`src/rtl/cache_port_arbiter.sv`:
```
// ============================================================================
// cache_port_arbiter : round-robin sequencer sharing one cache port between
//                      instruction fetch (port 0) and load/store (port 1)
// Revision 1.0
// ============================================================================
`default_nettype none

module cache_port_arbiter #(
   parameter int ADDR_W   = 10,
   parameter int DATA_W   = 32,
   parameter int MAX_WAIT = 255
) (
   input  logic              clk,
   input  logic              rst,
   input  logic              p0_valid,
   input  logic [ADDR_W-1:0] p0_addr,
   output logic              p0_ack,
   output logic [DATA_W-1:0] p0_rdata,
   output logic              p0_err,
   input  logic              p1_valid,
   input  logic              p1_we,
   input  logic [1:0]        p1_storetype,
   input  logic [ADDR_W-1:0] p1_addr,
   input  logic [DATA_W-1:0] p1_wdata,
   output logic              p1_ack,
   output logic [DATA_W-1:0] p1_rdata,
   output logic              p1_err,
   output logic              m_read,
   output logic              m_write,
   output logic [1:0]        m_storetype,
   output logic [ADDR_W-1:0] m_addr,
   output logic [DATA_W-1:0] m_wdata,
   input  logic              m_stall,
   input  logic [DATA_W-1:0] m_rdata,
   output logic              busy,
   output logic              timeout_flag
);

   localparam logic [1:0] S_IDLE = 2'd0;
   localparam logic [1:0] S_BUSY = 2'd1;
   localparam logic [1:0] S_RESP = 2'd2;
   localparam logic [7:0] C_WAIT_LAST = 8'(MAX_WAIT - 1);

   logic [1:0]        state_q,      state_d;
   logic              last_grant_q, last_grant_d;
   logic              grant_q,      grant_d;
   logic              we_q,         we_d;
   logic [1:0]        storetype_q,  storetype_d;
   logic [ADDR_W-1:0] addr_q,       addr_d;
   logic [DATA_W-1:0] wdata_q,      wdata_d;
   logic [7:0]        wait_cnt_q,   wait_cnt_d;
   logic              err_q,        err_d;
   logic              timeout_q,    timeout_d;
   logic [DATA_W-1:0] p0_rdata_q,   p0_rdata_d;
   logic [DATA_W-1:0] p1_rdata_q,   p1_rdata_d;

   // last_grant resets to port 1 so port 0 wins the first tie
   always_ff @(posedge clk or negedge rst) begin
      if (!rst) begin
         state_q      <= S_IDLE;
         last_grant_q <= 1'b1;
         grant_q      <= 1'b0;
         we_q         <= 1'b0;
         storetype_q  <= '0;
         addr_q       <= '0;
         wdata_q      <= '0;
         wait_cnt_q   <= '0;
         err_q        <= 1'b0;
         timeout_q    <= 1'b0;
         p0_rdata_q   <= '0;
         p1_rdata_q   <= '0;
      end else begin
         state_q      <= state_d;
         last_grant_q <= last_grant_d;
         grant_q      <= grant_d;
         we_q         <= we_d;
         storetype_q  <= storetype_d;
         addr_q       <= addr_d;
         wdata_q      <= wdata_d;
         wait_cnt_q   <= wait_cnt_d;
         err_q        <= err_d;
         timeout_q    <= timeout_d;
         p0_rdata_q   <= p0_rdata_d;
         p1_rdata_q   <= p1_rdata_d;
      end
   end

   always_comb begin
      state_d      = state_q;
      last_grant_d = last_grant_q;
      grant_d      = grant_q;
      we_d         = we_q;
      storetype_d  = storetype_q;
      addr_d       = addr_q;
      wdata_d      = wdata_q;
      wait_cnt_d   = wait_cnt_q;
      err_d        = err_q;
      timeout_d    = timeout_q;
      p0_rdata_d   = p0_rdata_q;
      p1_rdata_d   = p1_rdata_q;
      unique case (state_q)
         S_IDLE: begin
            if (p0_valid || p1_valid) begin
               grant_d      = (p0_valid && p1_valid) ? ~last_grant_q : p1_valid;
               last_grant_d = grant_d;
               wait_cnt_d   = '0;
               state_d      = S_BUSY;
               if (grant_d) begin
                  we_d        = p1_we;
                  storetype_d = p1_storetype;
                  addr_d      = p1_addr;
                  wdata_d     = p1_wdata;
               end else begin
                  we_d        = 1'b0;
                  storetype_d = '0;
                  addr_d      = p0_addr;
                  wdata_d     = '0;
               end
            end
         end
         S_BUSY: begin
            if (!m_stall) begin
               if (!we_q) begin
                  if (grant_q) p1_rdata_d = m_rdata;
                  else         p0_rdata_d = m_rdata;
               end
               err_d   = 1'b0;
               state_d = S_RESP;
            end else if (wait_cnt_q == C_WAIT_LAST) begin
               err_d     = 1'b1;
               timeout_d = 1'b1;
               state_d   = S_RESP;
            end else begin
               wait_cnt_d = wait_cnt_q + 8'd1;
            end
         end
         S_RESP:  state_d = S_IDLE;
         default: state_d = S_IDLE;
      endcase
   end

   // Outputs decode registered state only; nothing passes through from requesters
   always_comb begin
      m_read      = 1'b0;
      m_write     = 1'b0;
      m_storetype = '0;
      m_addr      = '0;
      m_wdata     = '0;
      p0_ack      = 1'b0;
      p0_err      = 1'b0;
      p1_ack      = 1'b0;
      p1_err      = 1'b0;
      unique case (state_q)
         S_BUSY: begin
            m_read      = ~we_q;
            m_write     = we_q;
            m_storetype = storetype_q;
            m_addr      = addr_q;
            m_wdata     = wdata_q;
         end
         S_RESP: begin
            p0_ack = ~grant_q;
            p0_err = ~grant_q & err_q;
            p1_ack = grant_q;
            p1_err = grant_q & err_q;
         end
         default: ;
      endcase
      busy         = (state_q != S_IDLE);
      timeout_flag = timeout_q;
      p0_rdata     = p0_rdata_q;
      p1_rdata     = p1_rdata_q;
   end

endmodule

`default_nettype wire

```
`config.mk`:
```
export PLATFORM = sky130hd
export DESIGN_NAME = cache_port_arbiter
export DESIGN_NICKNAME = d
export VERILOG_FILES = /design/src/rtl/cache_port_arbiter.sv
export SDC_FILE = /design/constraint.sdc
export NUM_CORES = 1
export LEC_CHECK = 0
export CAP_MARGIN = 15
export CORE_MARGIN = 2
export CORE_UTILIZATION = 43
export CTS_CLUSTER_DIAMETER = 50
export DETAILED_ROUTE_END_ITERATION = 8
export GPL_TIMING_DRIVEN = 0
export PLACE_DENSITY = 0.77
export RECOVER_POWER = 25
export SYNTH_ARGS = -nofsm -noshare
export SYNTH_HDL_FRONTEND = slang
export SYNTH_SLANG_ARGS = --single-unit
```
`constraint.sdc`:
```
create_clock -name clk -period 2.1 [get_ports clk]
set_clock_uncertainty 0.1 [all_clocks]
set_input_delay 0.21 -clock clk [delete_from_list [all_inputs] [get_ports clk]]
set_output_delay 0.21 -clock clk [all_outputs]
set_load 0.03 [all_outputs]
```
==> results of run 1 <==
power groups by stage:
stage	clock [µW]	sequential, µW	combinational (µW)
after floorplan	0	5180	2490
after global routing	3230	4160	6640
after CTS	3100	4020	6310
final	3070	4010	6280
after global placement	0	3980	6180
after detailed placement	0	4040	6300
layer usage:
layer / GRT usage (%) / vias to the layer above / wire [µm]
met5: 0 / - / 0
met2: 35.77 / 194 / 6436
met4: 6.504 / 0 / 208
met3: 7.864 / 13 / 1250
li1: - / 1828 / -
met1: 26.80 / 1919 / 5592
cells in the mapped netlist:
library cell	n	area, µm²
and2b_1	2	15.01
mux2_1	2	22.52
nand3_1	5	25.02
o211ai_1	1	7.510
and2_1	47	294.0
a21oi_1	4	20.02
nor2b_1	1	6.260
clkbuf_1	8	30.03
a31o_2	1	8.760
a22oi_2	1	12.51
and4_2	1	10.01
dfrtp_1	122	3053
and3_1	3	18.77
nand2b_4	1	13.76
nand2_1	14	52.55
nor2_4	1	11.26
ha_1	2	25.02
a22o_1	35	306.5
o21bai_1	1	7.510
o22ai_1	1	6.260
clkbuf_2	1	5.000
dfstp_2	1	26.28
mux2_2	62	698.2
buf_2	6	30.03
mux2i_1	12	120.1
a221oi_1	1	8.760
nand3b_4	1	20.02
a21o_1	2	15.01
nor4_4	1	21.27
a21boi_0	1	7.510
nor2_1	6	22.52
buf_6	6	67.56
nand2b_1	1	6.260
a41oi_2	1	16.27
inv_1	5	18.77
o21ai_2	1	8.760
a31oi_1	5	31.28
nand3b_1	1	7.510
or3_1	1	6.260
o21ai_0	11	55.05
nand4_1	1	6.260
clkbuf_8	1	13.76
a41oi_1	1	8.760
metrics by stage:
| stage | power (µW) | util (%) |
|---|---|---|
| 2_1_floorplan | 7673 | - |
| 3_3_place_gp | 10160 | 62.58 |
| 3_5_place_dp | 10340 | 62.83 |
| 4_1_cts | 13430 | 68.23 |
| 5_1_grt | 14030 | 67.83 |
| 6_report | 13350 | 67.83 |
path summary, 6_finish.rpt:
path,from,endpoint,slack (ns),depth (start not counted)
min reg2reg,addr_q[4]$_DFFE_PN0P_,addr_q[4]$_DFFE_PN0P_,0.37,2
max reg2reg,state_q[1]$_DFFE_PN0P_,p0_rdata[31]$_DFFE_PN0P_,0.19,5
min,p1_wdata[2],wdata_q[2]$_DFFE_PN0P_,0.31,2
min in group asynchronous,rst,p0_rdata[7]$_DFFE_PN0P_,0.51,2
max,state_q[1]$_DFFE_PN0P_,m_wdata[3],0.06,4
max in group asynchronous,rst,state_q[0]$_DFFE_PN0P_,0.26,3
state kept, by name (all words and copies together) (netlist names):
| name | count |
|---|---|
| p0_rdata | 32 |
| p1_rdata | 32 |
| wdata_q | 32 |
| addr_q | 10 |
| wait_cnt_q | 8 |
| state_q | 2 |
| storetype_q | 2 |
| err_q | 1 |
| grant_q | 1 |
| last_grant_q | 1 |
| timeout_flag | 1 |
| we_q | 1 |
final cells by class:
class | instances | area, µm²
multi-input cells | 232 | 1927
repair buffers | 213 | 2024
flip-flops and latches | 123 | 3080
inverters | 5 | 18.77
plain buffers | 22 | 182.7
clock buffers | 21 | 460.4
fillers | 925 | 3816
clock inverters | 11 | 167.7
well taps | 147 | 183.9
repair_timing:
action / in CTS / in global routing
setup buffers: 3 / 1
gates resized for setup: 209 / 47
hold buffers: 1 / 0
setup endpoints to repair: 51 / 42
hold endpoints to repair: 122 / 0
pin swaps: 0 / 0
cells by family after synthesis:
family | share of synthesized area, %
flip-flops | 59.59
AND/OR/NAND/NOR | 10.39
multiplexers | 16.27
AO/OA/AOI/OAI | 10.07
buffers and inverters | 3.196
adder cells (fa/ha/maj) | 0.4842
cells in the final DEF, fill, tap and decap left out, types with 3 or more instances in the layout:
master	synthesis	routed
a21oi_1	4	4
a22o_1	35	35
a31oi_1	5	5
and2_1	47	46
and3_1	3	3
buf_2	6	21
buf_4	0	17
buf_6	6	11
bufinv_16	0	4
clkbuf_1	8	7
clkbuf_16	0	17
clkbuf_4	0	4
clkbuf_8	1	3
clkdlybuf4s15_2	0	7
clkdlybuf4s18_2	0	5
clkdlybuf4s50_1	0	155
clkinv_2	0	3
dfrtp_1	122	121
dlygate4sd2_1	0	4
inv_1	5	5
mux2_2	62	62
mux2i_1	12	12
nand2_1	14	14
nand3_1	5	5
nor2_1	6	6
o21ai_0	11	11
worst max-delay path, stage by stage, from the launching register on:
cell,delay [ns]
dfrtp_1,0.42
and2b_2,0.29
clkbuf_4,0.20
and2_1,0.13
clkdlybuf4s15_2,0.29
==> key figures, run 1 <==
GRT
  • Gr usage total: 21.64%
  • Vias in the first global route: 4,158
  • First-pass GRT wire length: 21,600 µm
  • Initial antenna violation count: 0
  • Grt total ovfl: 0
  • Largest net degree at the start of global routing: 105

Worst setup path
  • Worst-path maximum fanout: 10
  • Critical Path RT: 1.79 ns
  • Critical path type: flop to output pin
  • CP arrival: 1.73 ns
  • Setup crit end kind: output pin
  • Critical Path Source Type: flop

Logic synthesis
  • Syn_nets: 476
  • Yosys warns: 0
  • Syn_area_per_cell: 13.53 µm²
  • Synth Register Bits: 123
  • Distinct cells, synth: 43
  • Synth Instances: 382
  • Cell Area, Synth: 5167 µm²
  • Post-synthesis sequential area ratio: 59.59%

Detailed routing
  • Drt drc: 0
  • Antenna-violating nets left: 0
  • Vias/cell: 5.109
  • Starting DRT DRC Count: 254
  • WL per Instance: 17.43 µm
  • Vias: 3,954
  • Drt first pass iters: 4
  • WL final: 13,490 µm

CTS
  • Clk slew on worst S/H paths: 0.05 ns
  • CTS max path bufs: 2
  • Num CTS Buffers: 17
  • Htree depth: 4
  • CTS tree: done
  • Skew-Pair Late Insertion Delay: 0.40 ns
  • CTS sink cnt: 123
  • Clock root buffer: clkbuf_16

Cells and area
  • Final #Nets: 708
  • Cell Count, Final, Fillers Out: 774
  • Area Growth Syn to Fin: 55.69%
  • Antenna diodes: 0
  • Fraction of final layout cells with drive strength greater than 1: 27.59%
  • Fin area: 8045 µm²

Pwr
  • Comb pwr share: 47.0%
  • Pwr/cell area: 1660 nW/µm²
  • Switching power: 5043 µW
  • Internal Power: 8309 µW
  • Register share of total power: 30.0%
  • Clock share of power: 23.0%
  • Maximum vdd drop: 0.6613 mV
  • Switching Share: 37.77%
  • LEAKAGE: 0.003632 µW

STA
  • Unrepaired setup endpoints after global routing: true
  • Setup violators final: 0
  • Final Hold Fails: 0
  • Slew @ Worst Pin: 1.232 ns
  • Fmax achieved: 0.4895 GHz
  • Accumulated negative setup slack: 0 ns
  • Minimum clock period: 2.043 ns
  • Period utilization: 97.28%
  • Max Slew Vio Count: 0
  • Setup ws final: 0.05712 ns
  • Relative slew slack: 17.85%
  • Worst hold slack: 0.3067 ns

Floorplan
  • Die Y-Extent: 113.6 µm
  • Die area: 12,910 µm²
  • Starting Density: 43.57%
  • Die width: 113.6 µm
  • Ports: 208
  • Cell Rows: 40
  • Core box area: 11,860 µm²

Min path
  • Hold Path Class: input pin to flop

Placed design
  • Cell total after placement: 737
  • Dpl cell area: 7452 µm²
  • Gp weighted congestion: 0.7898
  • Input/output buffers: 207
  • Place WS: -0.3918 ns
  • DP HPWL: 9837 µm

Run
  • Max cap viols: 0

Outcome
  • Status: complete, no violations
No activity file was read; power rests on OpenSTA's default activity.
==> run 2: changes to the inputs <==
GPL_TIMING_DRIVEN = 1   (was 0)
==> run 2 against run 1 <==
Clock-buffer cell count unchanged. Final cell count decreased by 2.1%. Largest power group unchanged. Routed wire length fell by 5.5%. Worst setup slack gained 0.030 ns. Hold slack worse by 0.012 ns. Combinational power decreased by 2%. Fmax increased by 1.5%. Via count is 3.9% lower.
==> key figures, run 2 (synthesized netlist as in run 1, its figures left out) <==
Outcome
  • Status: complete, no violations

STA
  • Fmax achieved: 0.4968 GHz (+1.5%)
  • Setup violators final: 0 (unchanged)
  • Unrepaired setup endpoints after global routing: false
  • Minimum clock period: 2.013 ns (-0.02991 ns)
  • Accumulated negative setup slack: 0 ns (unchanged)
  • Relative slew slack: 28.05% (+10 points)
  • Period utilization: 95.86% (-1.4 points)
  • Max Slew Vio Count: 0 (unchanged)
  • Final Hold Fails: 0 (unchanged)
  • Slew @ Worst Pin: 1.079 ns (-0.1530 ns)

Detailed routing
  • Drt first pass iters: 6 (+2)
  • Antenna-violating nets left: 0 (unchanged)
  • Vias: 3,799 (-3.9%)
  • Wl on met1: 5435 µm (-2.8%)
  • Drt drc: 0 (unchanged)
  • Met3 wire len: 1078 µm (-14%)
  • WL final: 12,750 µm (-5.5%)
  • Top Layer Used: met4
  • Routed wire length on met2: 6010 µm (-6.6%)
  • Starting DRT DRC Count: 164 (-35%)
  • Vias/cell: 5.012 (-1.9%)
  • WL per Instance: 16.82 µm (-3.5%)

GRT
  • Grt total ovfl: 0 (unchanged)
  • Gr usage total: 20.27% (-1.4 points)
  • First-pass GRT wire length: 20,200 µm (-6.5%)
  • Initial antenna violation count: 0 (unchanged)
  • Vias in the first global route: 3,925 (-5.6%)
  • Largest net degree at the start of global routing: 57 (-46%)

Floorplan
  • Die area: 12,910 µm² (unchanged)
  • Die width: 113.6 µm (unchanged)
  • Ports: 208 (unchanged)
  • Die Y-Extent: 113.6 µm (unchanged)
  • Core box area: 11,860 µm² (unchanged)
  • Cell Rows: 40 (unchanged)
  • Starting Density: 43.57% (unchanged)

Placed design
  • DP HPWL: 9125 µm (-7.2%)
  • Dpl cell area: 7327 µm² (-1.7%)
  • Input/output buffers: 207 (unchanged)
  • Gp weighted congestion: 0.7986 (+1.1%)

Pwr
  • Pwr/cell area: 1673 nW/µm² (+0.83%)
  • Maximum vdd drop: 0.6069 mV (-8.2%)
  • LEAKAGE: 0.003613 µW (-0.52%)

Run
  • Max cap viols: 0 (unchanged)

Cells and area
  • Commonest non-fill, non-tap cell in the layout: clkdlybuf4s50_1
  • Final #Nets: 692 (-2.3%)
  • Antenna diodes: 0 (unchanged)
  • FILL cells: 899 (-2.8%)
  • Area Growth Syn to Fin: 54.31%
  • Fraction of final layout cells with drive strength greater than 1: 26.02% (-1.6 points)
  • Fin util: 67.23% (-0.60 points)
  • Most frequent cells in the layout: clkdlybuf4s50_1 (155), dfrtp_1 (122), mux2_2 (62), buf_4 (50), and2_1 (47)
  • Fin area: 7974 µm² (-0.89%)

Worst setup path
  • FF-to-FF End: wait_cnt_q[3]$_DFFE_PN0P_
  • Worst-path maximum fanout: 48 (+38)
  • Critical Path RT: 1.79 ns (about the same)
  • Setup crit end kind: output pin
  • Reg2reg start: wait_cnt_q[0]$_DFFE_PN0P_
  • Critical path type: flop to output pin
  • Flop-to-flop setup slack: 0.37 ns (+0.18 ns)
  • Critical Path Source Type: flop
  • Reg2Reg Depth: 6 (+1)
  • CP arrival: 1.70 ns (-0.03 ns)

CTS
  • CTS max path bufs: 2 (unchanged)
  • CTS tree: done
  • CTS sink cnt: 123 (unchanged)
  • Clock root buffer: clkbuf_16
  • Num CTS Buffers: 17 (unchanged)
  • Skew-Pair Late Insertion Delay: 0.41 ns (about the same)
  • Clk slew on worst S/H paths: 0.06 ns (about the same)
  • Htree depth: 4 (unchanged)

Min path
  • Worst hold path cell count: 2 (unchanged)
  • Hold Path Class: input pin to flop
  • Min-delay src: p1_storetype[0]
  • Hold EP: storetype_q[0]$_DFFE_PN0P_
run 2: changes by cell type in the layout (fill, tap and decap cells not counted), sizes merged:
cell           delta
clkdlybuf4s15     -9
clkinvlp          -2
buf               +5
clkinv            +1
clkbuf            -9
clkdlybuf4s18     -5
dlygate4sd2       +2
bufinv            +1
run 2: through the flow:
step	instances	hold WS, ns	setup slack (ns)	total power, µW
global placement	725	0.1367	0.1530	10040
detailed placement	725	0.1412	0.1238	10220
CTS	758	0.2568	0.02853	13470
floorplan	382	-0.1856	0.4566	7673
global route	758	0.2955	0.004625	14000
finish	758	0.2947	0.08703	13340
run 2: worst max-delay path, stage by stage, from the launching register on:
cell     delay, ns
dfrtp_1       0.37
buf_4         0.16
and2b_1       0.19
buf_8         0.18
and2_1        0.20
buf_4         0.17
run 2: worst max path at each step:
stage,slack [ns],cells past startpoint,end,startpoint
3_3_place_gp,0.15,4,p0_rdata[25]$_DFFE_PN0P_,m_stall
3_5_place_dp,0.12,4,p0_rdata[12]$_DFFE_PN0P_,m_stall
2_1_floorplan,0.46,4,m_wdata[10],state_q[0]$_DFFE_PN0P_
4_1_cts,0.03,4,m_wdata[0],state_q[1]$_DFFE_PN0P_
6_report,0.09,5,m_wdata[0],state_q[0]$_DFFE_PN0P_
5_1_grt,0.005,3,state_q[1]$_DFFE_PN0P_,rst
run 2: routing by layer:
metal | GRT usage [%] | vias up
met3 | 6.270 | 16
met5 | 0 | -
li1 | - | 1792
met4 | 7.886 | 0
met2 | 33.53 | 161
met1 | 25.03 | 1830
run 2: cell type report:
| type | count | area (µm²) | area share, % |
|---|---|---|---|
| sequential | 123 | 3079 | 38.62 |
| clock inverter | 11 | 191.4 | 2.401 |
| inverter | 5 | 18.77 | 0.2354 |
| multi-input combinational | 232 | 1931 | 24.21 |
| timing repair buffer | 219 | 2110 | 26.46 |
| clock buffer | 21 | 460.4 | 5.774 |
| tap | 147 | 183.9 | 2.307 |
run 2: what timing repair did:
item                                    in CTS  in global routing
setup buffers                                0                  0
endpoints found under the hold margin       42                  0
hold buffers                                 1                  0
gates resized for setup                      7                  2
endpoints found under the setup margin      51                 15
run 2: report_power, final:
part | internal [µW] | total (µW) | switching (µW)
Sequential | 3420 | 4000 | 582
Combinational | 2770 | 6150 | 3370
Clock | 2170 | 3190 | 1030
Total | 8360 | 13300 | 4980
==> run 3: changes to the inputs <==
SETUP_SLACK_MARGIN = 0.4   (was default)
==> run 3 against run 2 <==
Cell area up 6.8%. Highest routed layer unchanged. Largest cell class unchanged. Critical endpoint unchanged. Clock-buffer cell count unchanged. Die area unchanged. Combinational power up 10%. First-iteration DRC count up 26%. Routed wire length up 18%. Sequential share of layout area down 2.4 points.
==> key figures, run 3 (synthesized netlist as in run 1, its figures left out) <==
Outcome
  • Status: complete, no violations

Worst setup path
  • Critical path type: flop to output pin
  • Setup crit end kind: output pin
  • Worst-path maximum fanout: 12 (-75%)
  • Critical Path RT: 1.79 ns (about the same)
  • CP arrival: 1.68 ns (-0.02 ns)
  • Critical Path Source Type: flop

Detailed routing
  • Drt first pass iters: 4 (-2)
  • Vias/cell: 5.068 (+1.1%)
  • WL per Instance: 19.25 µm (+14%)
  • WL final: 15,060 µm (+18%)
  • Drt drc: 0 (unchanged)
  • Antenna-violating nets left: 0 (unchanged)
  • Starting DRT DRC Count: 207 (+26%)
  • Vias: 3,963 (+4.3%)

Cells and area
  • Area Growth Syn to Fin: 64.75%
  • Most frequent cells in the layout: dfrtp_1 (122), clkdlybuf4s50_1 (90), dlygate4sd2_1 (65), mux2_2 (42), buf_4 (41)
  • Commonest non-fill, non-tap cell in the layout: dfrtp_1
  • Final #Nets: 716 (+3.5%)
  • Fraction of final layout cells with drive strength greater than 1: 33.54% (+7.5 points)
  • Antenna diodes: 0 (unchanged)
  • Fin area: 8513 µm² (+6.8%)
  • FILL cells: 819 (-8.9%)

Floorplan
  • Die area: 12,910 µm² (unchanged)
  • Die width: 113.6 µm (unchanged)
  • Die Y-Extent: 113.6 µm (unchanged)
  • Starting Density: 43.57% (unchanged)
  • Cell Rows: 40 (unchanged)
  • Ports: 208 (unchanged)
  • Core box area: 11,860 µm² (unchanged)

CTS
  • Clk slew on worst S/H paths: 0.05 ns (about the same)
  • Htree depth: 4 (unchanged)
  • CTS max path bufs: 2 (unchanged)
  • CTS tree: done
  • Clock root buffer: clkbuf_16
  • Num CTS Buffers: 17 (unchanged)
  • Skew-Pair Late Insertion Delay: 0.41 ns (about the same)
  • CTS sink cnt: 123 (unchanged)

GRT
  • Initial antenna violation count: 0 (unchanged)
  • Grt total ovfl: 0 (unchanged)
  • Vias in the first global route: 4,025 (+2.5%)
  • Largest net degree at the start of global routing: 57 (unchanged)
  • First-pass GRT wire length: 20,900 µm (+3.5%)
  • Gr usage total: 21.14% (+0.87 points)

Pwr
  • Maximum vdd drop: 0.6299 mV (+3.8%)
  • LEAKAGE: 0.003999 µW (+11%)
  • Post-layout power: 14,020 µW (+5.1%)
  • Pwr/cell area: 1647 nW/µm² (-1.6%)

Run
  • Max cap viols: 0 (unchanged)

STA
  • Max Slew Vio Count: 0 (unchanged)
  • Minimum clock period: 1.990 ns (-0.02277 ns)
  • Period utilization: 94.77% (-1.1 points)
  • Slew @ Worst Pin: 1.121 ns (+0.04165 ns)
  • Unrepaired setup endpoints after global routing: true
  • Setup violators final: 0 (unchanged)
  • Relative slew slack: 25.27% (-2.8 points)
  • Accumulated negative setup slack: 0 ns (unchanged)
  • Fmax achieved: 0.5025 GHz (+1.1%)
  • Worst hold slack: 0.2958 ns (+0.001073 ns)
  • Final Hold Fails: 0 (unchanged)

Min path
  • Hold Path Class: input pin to flop

Placed design
  • Dpl cell area: 7327 µm² (unchanged)
  • Input/output buffers: 207 (unchanged)
  • Gp weighted congestion: 0.7986 (unchanged)
  • DP HPWL: 9125 µm (unchanged)
-- run 3: changes by cell type in the layout (fill, tap and decap cells not counted), moves of 3 or more --
cell / change
clkdlybuf4s50_1: -65
buf_4: -9
clkbuf_16: +4
buf_6: +30
buf_12: +3
dlygate4sd2_1: +59
and2_1: -11
mux2_4: +22
mux2_2: -20
and2_4: +10
-- run 3: timing repair --
| action | CTS | global route |
|---|---|---|
| gates cloned | 2 | 6 |
| buffers inserted | 3 | 13 |
| resized for setup | 120 | 66 |
| hold endpoints to repair | 42 | 0 |
| pin swaps | 1 | 13 |
| setup endpoints to repair | 123 | 149 |
| hold buffers | 1 | 0 |
-- run 3: power breakdown --
part	switching [µW]	internal (µW)	total [µW]
registers	606	3420	4030
logic	3710	3070	6780
clock network	1040	2170	3210
total	5360	8660	14000
-- run 3: cell type report --
| class | count | area (µm²) | share of cell area [%] |
|---|---|---|---|
| multi-input cells | 232 | 2122 | 24.93 |
| flip-flops and latches | 123 | 3079 | 36.17 |
| well taps | 147 | 183.9 | 2.160 |
| inverters | 5 | 18.77 | 0.2205 |
| repair buffers | 243 | 2457 | 28.87 |
| clock buffers | 21 | 460.4 | 5.409 |
| clock inverters | 11 | 191.4 | 2.249 |
-- run 3: worst paths after layout --
kind / startpoint / endpoint / slack [ns] / cells past startpoint
max in group asynchronous: rst / last_grant_q$_DFFE_PN1P_ / 0.59 / 3
min: p1_wdata[6] / wdata_q[6]$_DFFE_PN0P_ / 0.30 / 2
max reg2reg: state_q[1]$_DFFE_PN0P_ / p0_rdata[3]$_DFFE_PN0P_ / 0.21 / 6
min in group asynchronous: rst / p0_rdata[9]$_DFFE_PN0P_ / 0.46 / 2
min reg2reg: addr_q[7]$_DFFE_PN0P_ / addr_q[7]$_DFFE_PN0P_ / 0.37 / 2
max: state_q[1]$_DFFE_PN0P_ / m_wdata[0] / 0.11 / 4
-- run 3: worst max-delay path, stage by stage, from the launching register on --
cell and delay, ns:
dfrtp_1 0.38, and2b_4 0.39, buf_12 0.18, and2_1 0.16, buf_4 0.16
-- run 3: layer usage --
metal  GRT usage, %  routed length [µm]
met1          25.52                6101
met2          35.61                7406
met4          7.967                 317
met5              0                   0
met3          6.748                1231
-- run 3: per-stage QoR --
stage                     instances  util [%]  setup slack (ns)
after CTS                       763     67.95            0.1086
after global routing            782     71.77           0.06016
after floorplan                 382         -            0.4566
after global placement          725     61.77            0.1530
final                           782     71.77            0.1098
after detailed placement        725     61.77            0.1238
